### src/rtl/mdu_seq.sv
// mdu_seq: sequential multiply/divide unit that owns the HI/LO register pair.
// Handles MULT/MULTU (shift-add, LSB first), DIV/DIVU (restoring, MSB first)
// and MTHI/MTLO. Optional macro MDU_EARLY_OUT_EN lets multiplies leave CALC
// once no set multiplier bits remain.
module mdu_seq #(
  parameter int WIDTH = 32
) (
  input  logic             clk,
  input  logic             rst_n,
  input  logic             start,
  input  logic [1:0]       op,
  input  logic [WIDTH-1:0] a,
  input  logic [WIDTH-1:0] b,
  input  logic             cancel,
  input  logic             mthi,
  input  logic             mtlo,
  input  logic [WIDTH-1:0] wdata,
  output logic             busy,
  output logic             done,
  output logic [WIDTH-1:0] hi,
  output logic [WIDTH-1:0] lo
);

  localparam int CW = $clog2(WIDTH);

  localparam logic [1:0] S_IDLE = 2'd0;
  localparam logic [1:0] S_CALC = 2'd1;
  localparam logic [1:0] S_FIX  = 2'd2;

  logic [1:0]         state_q, state_d;
  logic [CW-1:0]      cnt_q, cnt_d;
  logic               div_q, div_d;
  logic               neg_q, neg_d;
  logic               sa_q, sa_d;
  logic               divz_q, divz_d;
  logic [2*WIDTH-1:0] mcand_q, mcand_d;
  logic [WIDTH-1:0]   mplier_q, mplier_d;
  logic [2*WIDTH-1:0] acc_q, acc_d;
  logic [WIDTH-1:0]   hi_q, hi_d;
  logic [WIDTH-1:0]   lo_q, lo_d;
  logic               done_q, done_d;

  // Operand decode at start: signed ops take two's-complement magnitudes.
  logic             sgn_a, sgn_b;
  logic [WIDTH-1:0] mag_a, mag_b;
  assign sgn_a = ~op[0] & a[WIDTH-1];
  assign sgn_b = ~op[0] & b[WIDTH-1];
  assign mag_a = sgn_a ? -a : a;
  assign mag_b = sgn_b ? -b : b;

  // Restoring-divide step: acc holds {remainder, dividend/quotient}.
  logic [WIDTH:0]   trial, diff;
  logic             trial_ge;
  logic [WIDTH-1:0] rem_nxt;
  assign trial    = {acc_q[2*WIDTH-1:WIDTH], acc_q[WIDTH-1]};
  assign diff     = trial - {1'b0, mplier_q};
  assign trial_ge = (trial >= {1'b0, mplier_q});
  assign rem_nxt  = trial_ge ? diff[WIDTH-1:0] : trial[WIDTH-1:0];

  // Sign fix-up of the finished result.
  logic [2*WIDTH-1:0] prod_fix;
  logic [WIDTH-1:0]   quot_fix, rem_fix, a_fix;
  assign prod_fix = neg_q ? -acc_q : acc_q;
  assign quot_fix = neg_q ? -acc_q[WIDTH-1:0] : acc_q[WIDTH-1:0];
  assign rem_fix  = sa_q ? -acc_q[2*WIDTH-1:WIDTH] : acc_q[2*WIDTH-1:WIDTH];
  assign a_fix    = sa_q ? -acc_q[WIDTH-1:0] : acc_q[WIDTH-1:0];

  logic last_bit;
`ifdef MDU_EARLY_OUT_EN
  // Multiply may stop once the remaining multiplier bits are all zero.
  assign last_bit = (cnt_q == '0) || (!div_q && (mplier_q[WIDTH-1:1] == '0));
`else
  assign last_bit = (cnt_q == '0);
`endif

  // Next-state and datapath update.
  always_comb begin
    state_d  = state_q;
    cnt_d    = cnt_q;
    div_d    = div_q;
    neg_d    = neg_q;
    sa_d     = sa_q;
    divz_d   = divz_q;
    mcand_d  = mcand_q;
    mplier_d = mplier_q;
    acc_d    = acc_q;
    hi_d     = hi_q;
    lo_d     = lo_q;
    done_d   = 1'b0;
    case (state_q)
      S_IDLE: begin
        if (start && !cancel) begin
          div_d    = op[1];
          neg_d    = sgn_a ^ sgn_b;
          sa_d     = sgn_a;
          divz_d   = op[1] && (b == '0);
          cnt_d    = CW'(WIDTH - 1);
          mplier_d = mag_b;
          if (op[1]) begin
            acc_d   = {{WIDTH{1'b0}}, mag_a};
            mcand_d = '0;
          end else begin
            acc_d   = '0;
            mcand_d = {{WIDTH{1'b0}}, mag_a};
          end
          state_d = (op[1] && (b == '0)) ? S_FIX : S_CALC;
        end else if (!start) begin
          if (mthi) hi_d = wdata;
          if (mtlo) lo_d = wdata;
        end
      end
      S_CALC: begin
        if (cancel) begin
          state_d = S_IDLE;
        end else begin
          if (div_q) begin
            acc_d = {rem_nxt, acc_q[WIDTH-2:0], trial_ge};
          end else begin
            if (mplier_q[0]) acc_d = acc_q + mcand_q;
            mcand_d  = mcand_q << 1;
            mplier_d = mplier_q >> 1;
          end
          cnt_d = cnt_q - CW'(1);
          if (last_bit) state_d = S_FIX;
        end
      end
      S_FIX: begin
        state_d = S_IDLE;
        if (!cancel) begin
          done_d = 1'b1;
          if (divz_q) begin
            hi_d = a_fix;
            lo_d = '1;
          end else if (div_q) begin
            hi_d = rem_fix;
            lo_d = quot_fix;
          end else begin
            hi_d = prod_fix[2*WIDTH-1:WIDTH];
            lo_d = prod_fix[WIDTH-1:0];
          end
        end
      end
      default: state_d = S_IDLE;
    endcase
  end

  // State registers with asynchronous active-low reset.
  always_ff @(posedge clk or negedge rst_n) begin
    if (!rst_n) begin
      state_q  <= S_IDLE;
      cnt_q    <= '0;
      div_q    <= 1'b0;
      neg_q    <= 1'b0;
      sa_q     <= 1'b0;
      divz_q   <= 1'b0;
      mcand_q  <= '0;
      mplier_q <= '0;
      acc_q    <= '0;
      hi_q     <= '0;
      lo_q     <= '0;
      done_q   <= 1'b0;
    end else begin
      state_q  <= state_d;
      cnt_q    <= cnt_d;
      div_q    <= div_d;
      neg_q    <= neg_d;
      sa_q     <= sa_d;
      divz_q   <= divz_d;
      mcand_q  <= mcand_d;
      mplier_q <= mplier_d;
      acc_q    <= acc_d;
      hi_q     <= hi_d;
      lo_q     <= lo_d;
      done_q   <= done_d;
    end
  end

  assign busy = (state_q != S_IDLE);
  assign done = done_q;
  assign hi   = hi_q;
  assign lo   = lo_q;

endmodule
### config.mk
export PLATFORM = sky130hd
export DESIGN_NAME = mdu_seq
export DESIGN_NICKNAME = d
export VERILOG_FILES = /design/src/rtl/mdu_seq.sv
export SDC_FILE = /design/constraint.sdc
export NUM_CORES = 1
export LEC_CHECK = 0
export CAP_MARGIN = 10
export CORE_ASPECT_RATIO = 1.1
export CORE_UTILIZATION = 50
export DETAILED_ROUTE_END_ITERATION = 6
export PLACE_DENSITY = 0.7
export SLEW_MARGIN = 30
export SYNTH_ARGS = -nofsm -noshare
export SYNTH_HDL_FRONTEND = slang
export SYNTH_SLANG_ARGS = --single-unit
### constraint.sdc
create_clock -name clk -period 7 [get_ports clk]
set_input_delay 1.75 -clock clk [delete_from_list [all_inputs] [get_ports clk]]
set_output_delay 1.75 -clock clk [all_outputs]
set_load 0.03 [all_outputs]
Yosys cells after proc, flatten, opt, wreduce, memory -nomap -nowiden
Cells that the tools add are included.
W data, S select, Z words.
{ "classes": {"add_sub_neg": 8, "bitwise": 4, "n_mul": 0, "muxes": 46, "div_mod_pow": 0, "eq_ne": 12, "n_shift": 0, "order_cmp": 1, "n_reduce_logical": 16} }
{ "op_table": {"columns": ["op", "n"], "rows": [
  ["$mux W32", 23],
  ["$mux W64", 8],
  ["$pmux W64 S2", 2],
  ["$pmux W32 S2", 3],
  ["$neg A32 Y32", 4],
  ["$add A64 B64 Y64", 1],
  ["$neg A64 Y64", 1],
  ["$ge A33 B32 Y1", 1],
  ["$logic_not A32 Y1", 1],
  ["$sub A32 B32 Y32", 1],
  ["$ne A2 B2 Y1 const B", 8],
  ["$mux W5", 2],
  ["$pmux W5 S2", 1],
  ["$reduce_and A5 Y1", 2],
  ["$mux W2", 4],
  ["$reduce_and A4 Y1", 2],
  ["$ne A3 B3 Y1 const B", 2],
  ["$reduce_bool A2 Y1", 3],
  ["$logic_not A5 Y1", 1],
  ["$sub A5 B1 Y5 const B", 1],
  ["$pmux W2 S2", 1],
  ["$reduce_and A2 Y1", 2],
  ["$reduce_and A3 Y1", 1],
  ["$and A1 B1 Y1", 2],
  ["8 further kinds", 10]
]} }
{ "word_totals": {"input_bits": 104, "out_inout_bits": 66, "ramBits": 0, "n_memories": 0, "elab_cells": 99, "romBits": 0, "latch_bits": 0, "regBits": 236} }

Longest topological paths before layout
Gate-level depths: netlist (run 1).
{ "logic_depth": {"ltp_word": 6, "mapped_depth": 15, "depth_no_buf": 14} }

Least setup slack after synthesis (run 1)
Ideal clock, no wire load.
{ "synth_path": {"path_kind": "in2reg", "startpoint": "input b[8]", "endpoint": "register mplier_q[29]", "path_stages": 9, "path_buffers": 0, "slack_ns": 2.962, "setup_time_ns": 0.133, "required_time_ns": 6.867, "t_arrival_ns": 3.905, "path_cell_list": "or4_1 > or3_1 > nor3_1 > nand3_1 > o31ai_1 > xor2_1 > nor2_1 > a21oi_1 > o21ai_0"} }
{ "synth_between": {"elab_chain_len": 4} }
{ "synth_lines": {"columns": ["element", "line", "rtl"], "rows": [
  ["start, declared", "13", "input logic [WIDTH-1:0] b,"],
  ["$neg A32 Y32", "49", "assign mag_b = sgn_b ? -b : b;"],
  ["$mux W32", "49", null],
  ["$mux W32", "92", "if (start && !cancel) begin"],
  ["$pmux W32 S2", "90", "case (state_q)"],
  ["end signal, assigned", "170", "mplier_q <= mplier_d;"],
  ["end, declared", "37", "logic [WIDTH-1:0] mplier_q, mplier_d;"]
]} }
Every way passes these cells. The select of a mux whose other input is x is not followed.
A chain may end at the register's enable or synchronous reset.

Final worst setup path (run 1)
{ "layout_path": {"startpoint": "register acc_q[0]", "endpoint": "register acc_q[58]"} }
{ "layout_between": {"elab_chain_len": 5} }
{ "layout_lines": {"columns": ["element", "line", "rtl"], "rows": [
  ["start, declared", "38", "logic [2*WIDTH-1:0] acc_q, acc_d;"],
  ["start signal, assigned", "158", "acc_q <= '0;"],
  ["start signal, assigned", "171", "acc_q <= acc_d;"],
  ["$add A64 B64 Y64", "119", "if (mplier_q[0]) acc_d = acc_q + mcand_q;"],
  ["$mux W64", "119", null],
  ["$mux W64", "116", "if (div_q) begin"],
  ["$mux W64", "113", "if (cancel) begin"],
  ["$pmux W64 S2", "90", null]
]} }
Every way passes these cells. The select of a mux whose other input is x is not followed.

==> results of run 1 <==
[layout make-up]
type / count / area share, %
multi-input combinational: 2132 / 57.59
sequential: 236 / 25.76
timing repair buffer: 192 / 8.200
clock buffer: 41 / 3.708
tap: 507 / 2.764
inverter: 71 / 1.161
clock inverter: 12 / 0.8178
[per-layer routing]
| layer | vias up | global-route usage, % | wire (µm) |
|---|---|---|---|
| met4 | 0 | 17.73 | 3807 |
| met2 | 770 | 55.64 | 31930 |
| li1 | 9494 | - | - |
| met1 | 9516 | 40.49 | 27280 |
| met3 | 192 | 3.995 | 4269 |
| met5 | - | 0 | 0 |
[flip-flops by register name, indices dropped and copies added, names as in the netlist]
register and flops:
neg_q 1, divz_q 1, div_q 1, sa_q 1
mplier_q 32, cnt_q 5, state_q 2, acc_q 64
hi 32, done 1, mcand_q 64, lo 32
[worst paths after layout]
path                       slack (ns)  cells after the start          end
max                              2.38                     12    acc_q[58]
min reg2reg                      0.47                      2       lo[16]
max in group asynchronous        4.44                      2       divz_q
min in group asynchronous        1.16                      1  mcand_q[19]
max reg2reg                      2.38                     12    acc_q[58]
min                              0.47                      2       lo[16]
[report_power, final]
group | internal (mW) | leakage, nW | switching [mW]
Combinational | 1.54 | 6.12 | 2.40
Sequential | 1.74 | 3.02 | 0.597
Clock | 1.02 | 0.514 | 0.632
Total | 4.30 | 9.65 | 3.63
[cells by family after synthesis]
| group | count (synthesis) | share of synthesized area (%) |
|---|---|---|
| compound gates | 888 | 27.23 |
| simple gates | 874 | 19.89 |
| mux | 32 | 1.628 |
| xor+xnor | 235 | 10.26 |
| fa+ha+maj | 103 | 6.499 |
| flops | 236 | 29.44 |
| buf+inv | 264 | 5.046 |
[stage by stage]
stage	total power [mW]	util, %	std cells	worst slack [ns]
2_1_floorplan	4.913	-	2632	2.962
3_3_place_gp	6.161	55.60	3138	2.015
3_5_place_dp	6.225	55.62	3138	1.944
4_1_cts	7.899	58.26	3191	2.464
5_1_grt	8.435	58.29	3191	2.115
6_report	7.935	58.29	3191	2.376
[tightest hold or removal path, stage by stage (launching register included)]
cell     delay [ns]
dfrtp_1        0.34
nand2_1        0.05
o21ai_0        0.06
[layout by cell type (no fill, tap or decap), drive strengths merged, types with 26 or more instances in the layout]
cell type / n
a211oi: 28
nand4: 41
o21ai: 287
ha: 101
nand3: 33
dfrtp: 236
a31oi: 26
a22oi: 60
nor2: 189
mux2i: 30
clkbuf: 41
xnor2: 122
o31ai: 29
clkdlybuf4s50: 168
xor2: 113
inv: 71
a21o: 51
nand2: 405
or3: 37
o22ai: 36
nor3: 47
a21oi: 222
==> reports/qor.csv, run 1 <==
metric,value,unit
status,finished with violations,
violated checks,design-rule violations,
Finish-stage setup viols,0,
routability cong.,0.9868,
DR vias/cell,6.259,
RSZ-0062 raised after global routing,no,
Slew Limit Fails,0,
"EDFF count, synth",0,
largest area contributor in the netlist,dfrtp_1,
H-tree Lvls,1,
vias in the first global route,19280,
YS warnings,0,
TritonCTS Sinks,236,
pwr/cell area,345.8,nW/µm²
post-synth top area share,29.44,%
global route total overflow,0,
Tmin final,4.624,ns
Hold Crit Class,reg -> reg,
violation count after the first detailed-route iteration,1565,
cell area after layout,22950,µm²
CP max stage delay,0.68,ns
setup TNS,0,ns
DR WL/cell,21.09,µm
root buf cell,clkbuf_16,
sequential area share after synthesis,29.44,%
Post-CTS Resized,0,
max_slew headroom,34.57,%
# DRC,12,
Seq. cell area,5911,µm²
P_leak,9.651,nW
Fin Clk Skew,0.02298,ns
full die area,40920,µm²
HP Start,lo[16],
cell chain of the critical path,"ha_1, fa_1, a21o_1, a221oi_1, nor3_1, o21ba_2, or3_1, a21oi_1, o21bai_1, a21boi_0, xor2_1, o221ai_1",
instance area at placement,21900,µm²
I/O pin count,170,
dominant cells by area after synthesis,"dfrtp_1 29%, nand2_1 7.6%, o21ai_0 7.0%",
largest net degree at the start of global routing,145,
total track usage,32.85,%
FP Rows,76,
Critical Path Sink Type,flop,
Worst EP arrival,5.04,ns
setup bufs post-CTS,0,
CP startpoint kind,flop,
port bufs,169,
Initial Utilization,50.95,%
reg-to-reg startpoint,acc_q[0],
CP top delay family,compound AO/OA/AOI/OAI gates,
Buf/Inv on CP,0,
Diodes inserted,0,
fin nets,2869,
CTS tree,done,
most frequent cells after synthesis,"405 x nand2_1, 282 x o21ai_0, 236 x dfrtp_1",
Worst Tran Pin Value,0.9756,ns
Routed WL,67.29,mm
DRT antenna net count,0,
crit path from,acc_q[0],
fin crit share,66.06,%
most frequent cell after synthesis,nand2_1,
syn_area_per_cell,7.621,µm²
maxcap violations,0,
#FFs+latches synth,236,
synth-to-layout area growth,14.40,%
DRT Pass-1 Iters,7,
Post-Synthesis Cell Area,20060,µm²
Die X,193.0,µm
Worst-Skew Late Latency,0.58,ns
worst hold slack,0.4749,ns
"critical path fanouts, max",6,
initial antenna violation count,0,
fraction of layout cells with a size suffix above 1,4.210,%
Clock Path Buffers,3,
"Reg clk slew, reported paths",0.07,ns
first-pass GRT wire length,105.5,mm
post-synth cell types,79,
"Max stage delay cell, worst path",a221oi_1,
TritonCTS Buffers,29,
ys async rst share,100.0,%
Mapped Nets,2839,
Final Hold Vio Count,0,
Peak VDD IR,0.0002302,V
Multi-input gate area,13220,µm²
DP Wirelength,50.38,mm
"Hold-fix buffers, CTS",0,
Max Clk Rate,216.3,MHz
kind of critical path,reg -> reg,
Worst EP required,7.41,ns
Most used DFF post-synth,dfrtp_1,
core region area,39370,µm²
fill count,3738,
via count,19970,
die height,212.1,µm
Gate Count Post-Synth,2632,
(Power assumes the default switching activity.)
==> run 2: changes to the inputs <==
- PLACE_DENSITY: 0.7 -> 0.73
- clock period: 7 -> 3.87 ns (I/O delays scaled with it)
==> reports/qor.csv, run 2 (same netlist as run 1, synthesis figures left out) <==
metric,value,unit,change
status,finished with violations,,
violated checks,design-rule violations,,
DRT antenna net count,0,,unchanged
Largest regs,"acc_q (64), mcand_q (64)",,
Final Hold Vio Count,0,,unchanged
violation count after the first detailed-route iteration,1413,,-9.7%
Routed WL,68.43,mm,+1.7%
synth-to-layout area growth,18.93,%,
Worst EP required,4.38,ns,-3.03 ns
Multi-input gate area,13210,µm²,about the same
port bufs,169,,unchanged
Int Power,7.932,mW,+84%
P_leak,10.24,nW,+6.1%
Fin Clk Skew,0.02703,ns,+0.004058 ns
DR WL/cell,20.66,µm,-2.0%
Final Util,60.60,%,+2.3 points
DR vias/cell,6.183,,-1.2%
Hold Crit Class,in -> async,,
Worst Tran Pin Value,0.8739,ns,-0.1017 ns
clock network fraction of total power,19.1,%,-1.7 points
CTS tree,done,,
Max Clk Rate,270.5,MHz,+25%
first-pass GRT wire length,107.0,mm,+1.4%
Die X,193.0,µm,unchanged
initial antenna violation count,0,,unchanged
Finish-stage setup viols,0,,unchanged
core region area,39370,µm²,unchanged
RSZ-0062 raised after global routing,no,,
grt met1 use,39.82,%,-0.68 points
DP Wirelength,52.59,mm,+4.4%
fin nets,2991,,+4.3%
Worst-Skew Late Latency,0.59,ns,about the same
Flop pwr share,26.1,%,-3.3 points
Diodes inserted,0,,unchanged
setup bufs post-CTS,0,,unchanged
Comb power frac,54.8,%,+5.1 points
fin crit share,95.52,%,+29 points
Net Sw Power,6.642,mW,+83%
Tmin final,3.697,ns,-0.9275 ns
"Reg clk slew, reported paths",0.06,ns,about the same
vias in the first global route,19670,,+2.1%
DRT Pass-1 Iters,7,,unchanged
M3 GR Usage,3.929,%,-0.066 points
via count,20480,,+2.6%
TritonCTS Sinks,236,,unchanged
"most common cell after layout, fill and taps aside",nand2_1,,
TritonCTS Buffers,29,,unchanged
root buf cell,clkbuf_16,,
Critical Path Sink Type,flop,,
CP max stage delay,0.49,ns,-0.19 ns
H-tree Lvls,1,,unchanged
maxcap violations,0,,unchanged
max_slew headroom,41.74,%,+7.2 points
sw frac,45.57,%,-0.22 points
total track usage,33.24,%,+0.39 points
RR Endpoint,hi[1],,
largest net degree at the start of global routing,101,,-30%
cell chain of the critical path,"buf_4, or3_1, nand4bb_1, nand4bb_1, or3_1, o41ai_1, xnor2_1, o21ai_0, o21ai_0, mux2i_1, a21oi_1",,
"Hold-fix buffers, CTS",0,,unchanged
"critical path fanouts, max",6,,unchanged
# DRC,14,,+2
CP startpoint kind,flop,,
gr busiest metal,met2,,
Slew Limit Fails,0,,unchanged
kind of critical path,reg -> reg,,
Clock Path Buffers,3,,unchanged
full die area,40920,µm²,unchanged
I/O pin count,170,,unchanged
routability cong.,1.019,,+3.3%
setup TNS,0,ns,unchanged
die height,212.1,µm,unchanged
Worst EP arrival,4.20,ns,-0.84 ns
fill count,3577,,-4.3%
"Max stage delay cell, worst path",or3_1,,
Initial Utilization,50.95,%,unchanged
reg-to-reg startpoint,acc_q[15],,
M2 GR Usage,56.56,%,+0.91 points
most frequent cells in the layout,"404 x nand2_1, 281 x o21ai_0, 234 x dfrtp_1",,
FF-to-FF path depth,11,,-1
Peak VDD IR,0.0003650,V,+59%
FP Rows,76,,unchanged
"Power, Total",14.57,mW,+84%
R2R setup slack,0.17,ns,-2.20 ns
pwr/cell area,610.9,nW/µm²,+77%
global route total overflow,0,,unchanged
Seq. cell area,5908,µm²,about the same
Post-CTS Resized,0,,unchanged
fraction of layout cells with a size suffix above 1,8.268,%,+4.1 points
run 2: changes by cell type in the layout (fill, tap and decap cells not counted), moves of 2 or more:
cell	change
clkbuf_1	+2
inv_6	+2
buf_12	+6
clkinvlp_4	+3
buf_4	+116
bufinv_16	-3
clkinv_2	-3
run 2: power groups by stage:
| stage | Clock, mW | Sequential, mW | Combinational, mW |
|---|---|---|---|
| after floorplan | 0 | 4.11 | 4.78 |
| after global placement | 0 | 3.82 | 7.74 |
| final | 2.78 | 3.80 | 7.99 |
| after detailed placement | 0 | 3.84 | 7.86 |
| after CTS | 2.83 | 3.80 | 7.89 |
| after global routing | 2.94 | 3.89 | 8.70 |
run 2: layout make-up:
cell class,instances,area share [%]
clock inverters,11,0.5140
clock buffers,42,3.540
inverters,71,1.117
well taps,507,2.659
multi-input cells,2132,55.36
flip-flops and latches,236,24.77
repair buffers,314,12.04
run 2: worst max path at each step:
stage	startpoint	to	slack, ns	depth (start not counted)
after floorplan	acc_q[0]	acc_q[58]	0.43	12
after global placement	b[8]	state_q[1]	0.09	11
after detailed placement	a[5]	acc_q[29]	0.06	13
after CTS	acc_q[15]	hi[4]	0.29	12
after global routing	acc_q[15]	hi[1]	0.006	11
final	acc_q[15]	hi[1]	0.17	11
run 2: through the flow:
stage / hold WS [ns] / cells / cell area (µm²) / worst slack, ns
6_report: 0.3820 / 3313 / 23860 / 0.1732
3_5_place_dp: 0.4725 / 3260 / 22880 / 0.05611
2_1_floorplan: 0.4615 / 2632 / 20060 / 0.4283
4_1_cts: 0.4464 / 3313 / 23850 / 0.2854
5_1_grt: 0.4510 / 3313 / 23860 / 0.006180
3_3_place_gp: 0.4634 / 3260 / 22880 / 0.09419
run 2: layer usage:
layer	up-vias	part of all wire [%]
met5	-	0
met4	0	6.7
met1	9733	40
met2	787	48
li1	9747	-
met3	216	5.8
run 2: worst max-delay path: cells and delay by family, from the launching register on:
family / cells / cell delay (ns)
flip-flops: 1 / 0.39
AND/OR/NAND/NOR: 4 / 1.66
buffers and inverters: 1 / 0.18
XOR/XNOR: 1 / 0.16
multiplexers: 1 / 0.14
AO/OA/AOI/OAI: 4 / 1.11
==> run 3: changes to the inputs <==
- ABC_CLOCK_PERIOD_IN_PS: not set -> 3870
- TNS_END_PERCENT: not set -> 100
==> results of run 3 <==
Same layout as run 2: the final DEF is identical, and so are final timing and power.
